--- src/rtl/vec_pkg.sv ---
// Shared vector-unit types and constants, used by the vector store path
// (and by the future vector load unit).
package vec_pkg;

   localparam int unsigned VLEN   = 512;
   localparam int unsigned WORD_W = 32;
   localparam int unsigned ADDR_W = 9;
   localparam int unsigned NWORDS = VLEN / WORD_W;
   localparam int unsigned CNT_W  = $clog2(NWORDS);

   typedef logic [VLEN-1:0]   vec_t;
   typedef logic [WORD_W-1:0] word_t;
   typedef logic [ADDR_W-1:0] addr_t;
   typedef logic [CNT_W-1:0]  cnt_t;
   typedef logic [NWORDS-1:0] mask_t;

   typedef enum logic [1:0] {
      ST_IDLE,
      ST_STORE,
      ST_DONE
   } st_state_e;

endpackage : vec_pkg

--- src/rtl/vector_store_unit.sv ---
// Serialises one captured 512-bit vector into 16 consecutive 32-bit memory writes.
// Optional per-word write mask enabled by defining VSTORE_MASK_EN.
module vector_store_unit
   import vec_pkg::*;
(
   input  logic              clk,
   input  logic              rst,
   input  logic              start,
   input  logic [VLEN-1:0]   src_vec,
   input  logic [ADDR_W-1:0] base_addr,
`ifdef VSTORE_MASK_EN
   input  logic [NWORDS-1:0] word_mask,
`endif
   input  logic              mem_ready,
   output logic [ADDR_W-1:0] mem_addr,
   output logic [WORD_W-1:0] mem_data,
   output logic              mem_we,
   output logic              busy,
   output logic              done
);

   st_state_e state_q, state_d;
   vec_t      cap_q,   cap_d;
   addr_t     addr_q,  addr_d;
   cnt_t      cnt_q,   cnt_d;
   mask_t     mask_q,  mask_d;
   logic      mem_we_q, mem_we_d;
   logic      busy_q,   busy_d;
   logic      done_q,   done_d;
   logic      advance;

   always_ff @(posedge clk or posedge rst) begin
      if (rst) begin
         state_q  <= ST_IDLE;
         cap_q    <= '0;
         addr_q   <= '0;
         cnt_q    <= '0;
         mask_q   <= '0;
         mem_we_q <= 1'b0;
         busy_q   <= 1'b0;
         done_q   <= 1'b0;
      end else begin
         state_q  <= state_d;
         cap_q    <= cap_d;
         addr_q   <= addr_d;
         cnt_q    <= cnt_d;
         mask_q   <= mask_d;
         mem_we_q <= mem_we_d;
         busy_q   <= busy_d;
         done_q   <= done_d;
      end
   end

   // A masked slot never waits for the memory; it just burns its cycle.
   assign advance = mem_ready || !mask_q[0];

   always_comb begin
      state_d = state_q;
      cap_d   = cap_q;
      addr_d  = addr_q;
      cnt_d   = cnt_q;
      mask_d  = mask_q;

      unique case (state_q)
         ST_IDLE: begin
            if (start) begin
               state_d = ST_STORE;
               cap_d   = src_vec;
               addr_d  = base_addr;
               cnt_d   = '0;
`ifdef VSTORE_MASK_EN
               mask_d  = word_mask;
`else
               mask_d  = '1;
`endif
            end
         end
         ST_STORE: begin
            // Last word keeps address/data so the bus holds its final value.
            if (advance) begin
               if (cnt_q == CNT_W'(NWORDS - 1)) begin
                  state_d = ST_DONE;
               end else begin
                  cap_d  = cap_q >> WORD_W;
                  addr_d = addr_q + ADDR_W'(1);
                  cnt_d  = cnt_q + CNT_W'(1);
                  mask_d = mask_q >> 1;
               end
            end
         end
         ST_DONE: begin
            state_d = ST_IDLE;
         end
         default: begin
            state_d = ST_IDLE;
         end
      endcase

      mem_we_d = (state_d == ST_STORE) && mask_d[0];
      busy_d   = (state_d == ST_STORE);
      done_d   = (state_d == ST_DONE);
   end

   assign mem_addr = addr_q;
   assign mem_data = cap_q[WORD_W-1:0];
   assign mem_we   = mem_we_q;
   assign busy     = busy_q;
   assign done     = done_q;

endmodule : vector_store_unit

--- config.mk ---
export PLATFORM = sky130hd
export DESIGN_NAME = vector_store_unit
export DESIGN_NICKNAME = d
export VERILOG_FILES = /design/src/rtl/vec_pkg.sv /design/src/rtl/vector_store_unit.sv
export SDC_FILE = /design/constraint.sdc
export NUM_CORES = 2
export LEC_CHECK = 0
export ABC_AREA = 1
export CAP_MARGIN = 0
export CORE_ASPECT_RATIO = 1.25
export CORE_UTILIZATION = 50
export DETAILED_ROUTE_END_ITERATION = 7
export GPL_ROUTABILITY_DRIVEN = 0
export PLACE_DENSITY = 0.89
export SYNTH_ARGS = -nofsm -noshare
export SYNTH_HDL_FRONTEND = slang
export SYNTH_SLANG_ARGS = --single-unit
--- constraint.sdc ---
create_clock -name clk -period 27.6 [get_ports clk]
set_input_delay 4.14 -clock clk [delete_from_list [all_inputs] [get_ports clk]]
set_output_delay 4.14 -clock clk [all_outputs]
set_load 0.05 [all_outputs]
# After elaboration in Yosys (flattened, before gate mapping)
# Cells that the tools add are included.
# totals
output_inout_bits	44
word_cells	44
reg_bits	546
# op_classes
n_eq_ne	7
n_reduce_logical	6
mux	20
n_addsub	2
# ops
op	count
512-bit two-way mux	3
512-bit one-hot mux with 2 select lines	1
16-bit two-way mux	3
16-bit one-hot mux with 2 select lines	1
9-bit two-way mux	3
9-bit one-hot mux with 2 select lines	1
4-bit two-way mux	3
9-bit by 1-bit adder with 9-bit output, second input constant	1
4-bit one-hot mux with 2 select lines	1
2-bit two-way mux	3
2-bit != test, second input constant	3
4-bit by 1-bit adder with 4-bit output, second input constant	1
2-bit by 1-bit == test with 1-bit output, second input constant	2
4-bit == test, second input constant	1
2-bit one-hot mux with 2 select lines	1
4-bit AND reduction	1
2-bit == test, second input constant	1
2-bit logical NOT	1
2-bit nonzero test	1
1-bit logical AND	1
1-bit logical NOT	1
1-bit logical OR	1

# Logic depth before layout (Yosys ltp)
# logic_depth
depth_word	6
mapped_depth	10
depth_no_buf	8

# Least setup slack after synthesis
# No wires, ideal clock.
# synth_timing
kind	input port to flip-flop
from	input mem_ready
to	register cap_q[267]
slack_ps	22444
arrival_ps	5036
setup_ps	121
cell_stages	8
path_cell_list	inv_1 nand2_1 o21ai_1 nor2_1 buf_4 buf_6 buf_2 o21ai_1
# synth_between
elab_chain_len	3
# synth_rtl
item	line_no	text
from (decl)	vector_store_unit.sv:14	input logic mem_ready,
1-bit logical OR	vector_store_unit.sv:55	assign advance = mem_ready || !mask_q[0];
2-bit != test (no source line)	n/a	
4-bit AND reduction (no source line)	n/a	
to (signal assigned)	vector_store_unit.sv:44	cap_q <= cap_d;
to (decl)	vector_store_unit.sv:23	vec_t cap_q, cap_d;
# Every way passes these cells.
# A chain may end at the register's enable or synchronous reset.

# Final worst setup path
# layout_timing
from	input mem_ready
to	register cap_q[233]
# Same word-level chain as after synthesis.

==> results.sh <==
export IMPL_hpwl_microns=54300
export IMPL_routedWlPerCell_microns=16.8
export IMPL_drt_wl_total_microns=76900
export IMPL_ys_flop_type="dfrtp_1"
export IMPL_async_flop_share=1.00
export IMPL_postSynthCellCount=3485
export IMPL_max_slew_margin=0.214
export IMPL_fin_hold_ws_ns=0.483
export IMPL_ys_types=23
export IMPL_min_period_ns=8.43
export IMPL_worstSetupEndpointType="flop"
export IMPL_synth_top_family_by_area="compound AO/OA/AOI/OAI gates"
export IMPL_rsz0062_at_grt="false"
export IMPL_synth_area_per_cell_sq_um=7.63
export IMPL_crit_arrival_ns=8.84
export IMPL_die_x_microns=208
export IMPL_core_sq_um=52600
export IMPL_power_mw=3.60
export IMPL_leakage_nw=14.8
export IMPL_seq_area_frac_synth=0.514
export IMPL_cts_hold_buf=0
export IMPL_yosys_area_share_simple=0.172
export IMPL_grt_max_degree=280
export IMPL_timing_critical_path_from_type="primary input"
export IMPL_die_y_microns=260
export IMPL_fin_skew_ns=0.0194
export IMPL_drt_pass1_iterations=5
export IMPL_grt_pass1_vias=22400
export IMPL_place_area_sq_um=31800
export IMPL_post_cts_buffers=0
export IMPL_yosys_top_cells_count="nand2_1 (1126), o21ai_0 (653), dfrtp_1 (546)"
export IMPL_grt_ovfl_total=0
export IMPL_drc=0
export IMPL_slew_violations=0
export IMPL_core_rowCount=94
export IMPL_synth_area_leaders="dfrtp_1 (51%), nand2_1 (16%), o21ai_0 (12%), inv_1 (7.0%), o21ai_1 (6.0%)"
export IMPL_drtIter0Drc=2438
export IMPL_synthesis_nets=4012
export IMPL_synth_most_common_cell="nand2_1"
export IMPL_drv_cap=0
export IMPL_worstPathRequired_ns=28.01
export IMPL_grt_antenna_before_repair=20
export IMPL_h_tree_depth=2
export IMPL_yosysTopAreaCell="dfrtp_1"
export IMPL_synth_mux_area_frac=0
export IMPL_setup_viol=0
export IMPL_start_util=0.506
export IMPL_clockRootBuffer="clkbuf_16"
export IMPL_final_area_sq_um=33500
export IMPL_timing_final_ws_setup_ns=19.17
export IMPL_cts_tree="built"
export IMPL_clockBufferDepth=3
export IMPL_cts_made_buffers=53
export IMPL_max_vdd_ir_drop_v=0.000106
export IMPL_hold_path_class="reg -> reg"
export IMPL_fin_tns_setup_ns=0
export IMPL_synthAdderAreaFrac=0.000941
export IMPL_synth_edff_count=0
export IMPL_cts_resized=0
export IMPL_worst_pin_slew_ns=1.18
export IMPL_ys_ff_latch=546
export IMPL_max_freq_mhz=119
export IMPL_grt_pass1_wl_microns=118000
export IMPL_path_clk_slew_ns=0.06
export IMPL_floorplan_die_area_sq_um=54100
export IMPL_syn_area_sq_um=26600
export IMPL_vias_per_cell=5.14
export IMPL_clk_latency_ns=0.60
export IMPL_synth_xor_area_share=0.000659
export IMPL_finalHoldViolations=0
export IMPL_io_pins=569
export IMPL_synth_warnings=0
export IMPL_syn2layout_area_growth_pct=26.2
export IMPL_timing_final_crit_share=0.305
export IMPL_finalNetCount=4390
export IMPL_synth_compound_area_frac=0.184
export IMPL_clock_sinks=546
export IMPL_grt_usage=0.280
export IMPL_vias=23600
export IMPL_path_max_fanout=278
export IMPL_drtAntennaViolNets=0
export IMPL_pre_cts_ws_ns=18.74
export IMPL_path_class="in -> reg"
export IMPL_io_buffers=568
export IMPL_fillers=4205
export IMPL_status="complete, no violations"
export IMPL_layout_drive_gt1_share=0.0274
export IMPL_power_density_nw_per_um2=107
export IMPL_netlist_area_leader_share=0.514
-- report_power, final --
part	leakage [nW]	internal, mW	total, mW	switching, mW
clock	0.858	0.420	0.731	0.311
combinational	6.79	0.520	1.67	1.15
sequential	7.13	1.11	1.20	0.0912
-- registers in the layout (all words and copies together), names as in the netlist --
signal	count
mask_q	16
mem_we	1
cnt_q	4
busy	1
state_q	2
done	1
cap_q	512
mem_addr	9
-- path summary, 6_finish.rpt --
check,start,end,slack (ns),depth (start not counted)
max,mem_ready,cap_q[233],19.17,10
min,cap_q[25],cap_q[25],0.48,2
max reg2reg,state_q[1],cap_q[233],22.37,9
min reg2reg,cap_q[25],cap_q[25],0.48,2
max in group asynchronous,rst,cap_q[506],20.96,4
min in group asynchronous,rst,cap_q[20],4.12,2
-- cells in the final DEF (no fill, tap or decap), drive strengths merged --
cell type and count:
a31oi 1, inv 498, o21ai 973, nand2 1126, or2 1, bufinv 3
buf 16, a21oi 4, clkbuf 80, o21a 1, clkinvlp 1, xnor2 1
dfrtp 546, nor3 4, clkdlybuf4s50 568, diode 14, xor2 1, nor2 28
ha 2, nand3 40, clkinv 10
-- per-layer routing --
layer  vias to the layer above  part of all wire  global-route usage  wire (microns)
met5                         -            0.0012                   0              90
met4                        12             0.058               0.166            4480
met3                       201             0.074              0.0572            5700
met2                       876              0.49               0.464           37400
met1                     10900              0.38               0.337           29300
li1                      11600                 -                   -               -
-- worst max-delay path, cell delays in order --
cell and delay, ns:
clkdlybuf4s50_1 0.50, inv_1 0.05, nand2_1 0.11, o21ai_1 0.12
nor2_4 0.12, buf_4 0.71, buf_4 0.90, buf_4 0.85
buf_12 0.68, o21ai_0 0.22
-- logic make-up after synthesis --
kind of cell | Yosys count
XOR/XNOR | 2
AND/OR/NAND/NOR | 1199
AO/OA/AOI/OAI | 979
adder cells (fa/ha/maj) | 2
flip-flops | 546
buffers and inverters | 757
-- stage by stage --
step,std cells,util
2_1_floorplan,3485,-
3_3_place_gp,4480,0.604
3_5_place_dp,4480,0.604
4_1_cts,4576,0.637
5_1_grt,4589,0.638
6_report,4590,0.638
-- final cells by class --
| type | count | area [sq um] | area share |
|---|---|---|---|
| sequential | 546 | 13700 | 0.407 |
| multi-input combinational | 2182 | 9530 | 0.284 |
| timing repair buffer | 584 | 5870 | 0.175 |
| inverter | 496 | 1870 | 0.0557 |
| clock buffer | 80 | 1570 | 0.0468 |
| tap | 672 | 841 | 0.0251 |
| clock inverter | 16 | 165 | 0.00492 |
| antenna | 14 | 35.0 | 0.00104 |
Power figures use the tool's default switching activity.
